[config.mk]
export PLATFORM = sky130hd
export DESIGN_NAME = aes_inv_cipher_ctrl_flat
export DESIGN_NICKNAME = d
export VERILOG_FILES = /design/src/rtl/aes_inv_cipher_ctrl_pkg.sv /design/src/rtl/aes_inv_cipher_ctrl_if.sv /design/src/rtl/aes_inv_cipher_ctrl_round_cnt.sv /design/src/rtl/aes_inv_cipher_ctrl.sv /design/src/flat_wrapper.sv
export SDC_FILE = /design/constraint.sdc
export NUM_CORES = 1
export LEC_CHECK = 0
export CORE_MARGIN = 2
export CORE_UTILIZATION = 40
export CTS_CLUSTER_SIZE = 16
export DETAILED_ROUTE_END_ITERATION = 10
export GPL_ROUTABILITY_DRIVEN = 0
export PLACE_DENSITY_LB_ADDON = 0.15
export SLEW_MARGIN = 25
export SYNTH_ARGS = -nofsm -noshare
export SYNTH_HDL_FRONTEND = slang
export SYNTH_HIERARCHICAL = 1
export SYNTH_SLANG_ARGS = --single-unit
[constraint.sdc]
create_clock -name clk -period 3.2 [get_ports clk]
set_clock_uncertainty 0.2 [all_clocks]
set_input_delay 0.64 -clock clk [delete_from_list [all_inputs] [get_ports clk]]
set_output_delay 0.64 -clock clk [all_outputs]
set_load 0.05 [all_outputs]
[src/rtl/aes_inv_cipher_ctrl_pkg.sv]
// aes_inv_cipher_ctrl_pkg: shared states, round constants and key-index type for the AES-128 cipher controllers
package aes_inv_cipher_ctrl_pkg;
  localparam int NR = 10;
  localparam int CNT_W = 4;
  typedef logic [CNT_W-1:0] rk_idx_t;
  typedef enum logic [2:0] {IDLE, LOAD, ROUND, FINAL, HOLD} state_t;
endpackage

[src/rtl/aes_inv_cipher_ctrl_if.sv]
// aes_inv_cipher_ctrl_if: handshake, key-status and datapath-control bundle of the inverse cipher controller
interface aes_inv_cipher_ctrl_if;
  import aes_inv_cipher_ctrl_pkg::*;
  logic keyReady;
  logic keyChange;
  logic inValid;
  logic inReady;
  logic outValid;
  logic outReady;
  rk_idx_t rkSel;
  logic selFirst;
  logic selLast;
  logic stateEn;
  logic busy;
  logic abort;
  modport master (
    input keyReady, keyChange, inValid, outReady,
    output inReady, outValid, rkSel, selFirst, selLast, stateEn, busy, abort
  );
  modport slave (
    output keyReady, keyChange, inValid, outReady,
    input inReady, outValid, rkSel, selFirst, selLast, stateEn, busy, abort
  );
endinterface

[src/rtl/aes_inv_cipher_ctrl_round_cnt.sv]
// aes_inv_cipher_ctrl_round_cnt: loadable round-key down-counter that saturates at zero
module aes_inv_cipher_ctrl_round_cnt
  import aes_inv_cipher_ctrl_pkg::*;
(
  input  logic    clk,
  input  logic    reset,
  input  logic    clr,
  input  logic    load,
  input  logic    dec,
  output rk_idx_t cnt
);
  logic zero;
  assign zero = cnt == '0;
  // clear wins over load, decrement stops at zero so the key index never wraps
  always_ff @(posedge clk or posedge reset)
    if (reset) cnt <= '0;
    else if (clr) cnt <= '0;
    else if (load) cnt <= rk_idx_t'(NR);
    else if (dec && !zero) cnt <= cnt - 1'b1;
endmodule

[src/rtl/aes_inv_cipher_ctrl.sv]
// aes_inv_cipher_ctrl: sequences one AES-128 decryption block through round keys rk10..rk0
module aes_inv_cipher_ctrl
  import aes_inv_cipher_ctrl_pkg::*;
(
  input logic clk,
  input logic reset,
  aes_inv_cipher_ctrl_if.master bus
);
  state_t state, state_nx;
  rk_idx_t cnt;
  logic hs, clr, dec, abort_q;
  assign bus.busy = state == LOAD || state == ROUND || state == FINAL;
  assign bus.inReady = bus.keyReady && !bus.keyChange && (state == IDLE || (state == HOLD && bus.outReady));
  assign bus.outValid = state == HOLD;
  assign bus.stateEn = bus.busy;
  assign bus.selFirst = state == LOAD;
  assign bus.selLast = state == FINAL;
  assign bus.rkSel = bus.busy ? cnt : '0;
  assign bus.abort = abort_q;
  assign hs = bus.inValid && bus.inReady;
  assign clr = bus.busy && bus.keyChange;
  assign dec = state == LOAD || state == ROUND;
  aes_inv_cipher_ctrl_round_cnt u_cnt (
    .clk(clk), .reset(reset), .clr(clr), .load(hs), .dec(dec), .cnt(cnt)
  );
  // state register
  always_ff @(posedge clk or posedge reset)
    if (reset) state <= IDLE;
    else state <= state_nx;
  // abort is a registered one-cycle pulse marking the discarded block
  always_ff @(posedge clk or posedge reset)
    if (reset) abort_q <= 1'b0;
    else abort_q <= clr;
  // next-state: key change aborts, a handshake always starts a new block
  always_comb begin
    state_nx = state;
    state_nx = clr ? IDLE :
               hs ? LOAD :
               state == LOAD ? ROUND :
               (state == ROUND && cnt == rk_idx_t'(1)) ? FINAL :
               state == FINAL ? HOLD :
               (state == HOLD && bus.outReady) ? IDLE : state;
  end
endmodule
[src/flat_wrapper.sv]
// flat-port wrapper written by rule: the top's interface ports become plain ports
module aes_inv_cipher_ctrl_flat import aes_inv_cipher_ctrl_pkg::*;
  (clk, reset, bus_keyReady, bus_keyChange, bus_inValid, bus_outReady, bus_inReady, bus_outValid, bus_rkSel, bus_selFirst, bus_selLast, bus_stateEn, bus_busy, bus_abort);
  aes_inv_cipher_ctrl_if bus_i ();
  input logic clk;
  input logic reset;
  input wire logic [$bits(bus_i.keyReady)-1:0] bus_keyReady;
  input wire logic [$bits(bus_i.keyChange)-1:0] bus_keyChange;
  input wire logic [$bits(bus_i.inValid)-1:0] bus_inValid;
  input wire logic [$bits(bus_i.outReady)-1:0] bus_outReady;
  output wire logic [$bits(bus_i.inReady)-1:0] bus_inReady;
  output wire logic [$bits(bus_i.outValid)-1:0] bus_outValid;
  output wire logic [$bits(bus_i.rkSel)-1:0] bus_rkSel;
  output wire logic [$bits(bus_i.selFirst)-1:0] bus_selFirst;
  output wire logic [$bits(bus_i.selLast)-1:0] bus_selLast;
  output wire logic [$bits(bus_i.stateEn)-1:0] bus_stateEn;
  output wire logic [$bits(bus_i.busy)-1:0] bus_busy;
  output wire logic [$bits(bus_i.abort)-1:0] bus_abort;
  assign bus_i.keyReady = bus_keyReady;
  assign bus_i.keyChange = bus_keyChange;
  assign bus_i.inValid = bus_inValid;
  assign bus_i.outReady = bus_outReady;
  assign bus_inReady = bus_i.inReady;
  assign bus_outValid = bus_i.outValid;
  assign bus_rkSel = bus_i.rkSel;
  assign bus_selFirst = bus_i.selFirst;
  assign bus_selLast = bus_i.selLast;
  assign bus_stateEn = bus_i.stateEn;
  assign bus_busy = bus_i.busy;
  assign bus_abort = bus_i.abort;
  aes_inv_cipher_ctrl u_core (.clk(clk), .reset(reset), .bus(bus_i));
endmodule
==> results of run 1 <==
==> area by class of cell <==
type / count / area, um2 / share of cell area (%)
Tap cell: 15 / 18.8 / 2.58
Timing Repair Buffer: 17 / 165 / 22.7
Sequential cell: 8 / 200 / 27.5
Inverter: 8 / 30.0 / 4.12
Multi-Input combinational cell: 42 / 292 / 40.0
Clock buffer: 3 / 22.5 / 3.09
==> final timing paths <==
kind	start	to	cells past startpoint
worst max register to register	u_core/state[0]	u_core/u_cnt/cnt[1]	6
worst max-delay path	u_core/state[0]	bus_rkSel[1]	4
worst min-delay path	reset	u_core/state[0]	2
min in group clk	u_core/u_cnt/cnt[1]	u_core/u_cnt/cnt[1]	2
worst min register to register	u_core/u_cnt/cnt[1]	u_core/u_cnt/cnt[1]	2
max in group asynchronous	reset	u_core/u_cnt/cnt[1]	2
==> synth_stat cells <==
library cell and count:
dfrtp_1 8, inv_1 8, nor2_1 5, a21oi_1 4, and2_1 4, nand2_1 4
nor3_1 4, buf_4 2, ha_1 2, a211o_2 1, a211oi_1 1, a22o_1 1
a31oi_1 1, a41o_1 1, and2_2 1, and3_1 1, buf_6 1, clkbuf_1 1
mux2_2 1, mux2i_1 1, nand2b_1 1, nor3b_1 1, nor4b_1 1, nor4b_2 1
o2111a_1 1, o21ai_0 1, o21ai_1 1, or3b_1 1, or4b_4 1, xnor2_1 1
==> critical path, cell delays in order (launching register included) <==
cell             delay [ps]
dfrtp_1                 500
nor2_1                  120
nor2_1                  250
and2_2                  190
clkdlybuf4s50_1         790
==> power groups by stage <==
stage | Sequential (W) | Clock (W) | Combinational, W
finish | 0.000167 | 0.0000725 | 0.000212
global route | 0.000175 | 0.0000789 | 0.000236
CTS | 0.000167 | 0.0000762 | 0.000214
detailed placement | 0.000169 | 0 | 0.000213
global placement | 0.000168 | 0 | 0.000211
floorplan | 0.000159 | 0 | 0.000165
==> layer usage <==
layer / part of all wire (%) / vias up
li1: - / 248
met1: 49 / 206
met2: 46 / 11
met3: 3.7 / 2
met4: 0.47 / 0
met5: 0 / -
==> state kept, by name (all words and copies together), names as in the netlist <==
signal and cells:
u_core/bus.abort 1, u_core/u_cnt/cnt 4, u_core/state 3
==> metrics by stage <==
stage	hold slack [ps]	power, W
6_report	405	0.000452
5_1_grt	428	0.000490
4_1_cts	403	0.000457
3_5_place_dp	399	0.000382
3_3_place_gp	399	0.000379
2_1_floorplan	206	0.000325
==> logic make-up after synthesis <==
family	synth area share [%]
and+or+nand+nor	27.7
adders and majority gates	4.53
buffers and inverters	10.9
DFF	36.3
muxes	3.85
xor gates and xnor gates	1.59
AOI/OAI and AO/OA	15.2
==> run metrics, run 1 <==
status finished, final reports clean; dominant cell type by area after synthesis dfrtp_1; setup violation total in the final timing report 0; Data required, critical path 2360 ps; first-pass GRT wire length 1610 um; Post-Place Worst Slack 510 ps; initial antenna violation count 0; postcts setup bufs 0; chip width 41.1 um; Unique masters post-synth 30; Worst setup SP type flip-flop; htree depth 1; post-synthesis sequential area ratio 36.3%; synthesized net count 70; row count 13; dominant cells by area after synthesis dfrtp_1 36%, inv_1 5.4%, and2_1 4.5%; Iter 0 DRT Violations 5; drt first pass iters 3; DP HPWL 863 um; Rel. slew slack 66.9%; maximum VDD drop 0.399 mV; Synth Instances 62; wire per inst 11.5 um; Yosys reg bits 8; most used routing layer met1; sw frac 41.1%; met3 GRT Util 1.63%; met2 Usage GRT 20.7%; Tightest Pin Transition 494 ps; vias in the first global route 370; final hold viol count 0; gr usage total 14.8%; core box area 1300 um2; total number of vias 467; # hold bufs at CTS 0; CP Capture Type output pin; Die ar. 1690 um2; Ys Warns 6; number of diodes 0; vias per cell 5.02; Mapped Area 552 um2; Placed Cells 90; top cell type's share of synthesized area 36.3%; DP Area 706 um2; Sw Pwr 0.000186 W; Pint 0.000266 W; antenna-violating nets left 0; post-CTS resize count 0; Mean Syn Cell Area 8.90 um2; max-cap violation count 0; # IOs 17; Final period util 91.8%; critical path class reg2out; Area Overhead vs Synth 32.0%; Clock Sinks 8; I/O Buffers 16; worst setup margin 261 ps; largest net degree at the start of global routing 11; power share of the clock group 16.1%; Overflow after GRT 0; clk buf depth 2; RSZ-0062 raised after global routing false; crit path DAT 2100 ps; most frequent cells in the layout 15 x clkdlybuf4s50_1, 8 x inv_1, 8 x dfrtp_1; Final Cell Area 728 um2; CTS Root Buffer Type clkbuf_4; most common cell after layout, fill and taps aside clkdlybuf4s50_1; nets@finish 88; CTS clk-pin slew, worst paths 50 ps; CTS tree built; Critical Path Fanout Max 10; met1 Use GR 21.3%; Initial Utilization 42.4%; sequential power share 37.0%; layout cells sized above 1 12.8%; min cycle time layout 2940 ps; DR DRC count 0; fin util 56.0%; Static Leak 0.319 nW; Final Max Tran Viols 0; overall routed net length 1070 um; die height 41.1 um; Filler Cells Inserted 137; part of the power in combinational logic 47.0%; CTS Buf Count 3; clock latency on the worst-skew pair 240 ps; setup_tns 0 ps; PwrDens 620 nW/um2; fin cells 93; fmax 0.340 GHz; R2R setup slack 1330 ps; min-delay worst type in2async
Power figures use the tool's default switching activity.
==> run 2: changes to the inputs <==
- SKIP_LAST_GASP: not set -> 1
==> results of run 2 <==
The final DEF is identical to that of run 1; final timing and power are the same.
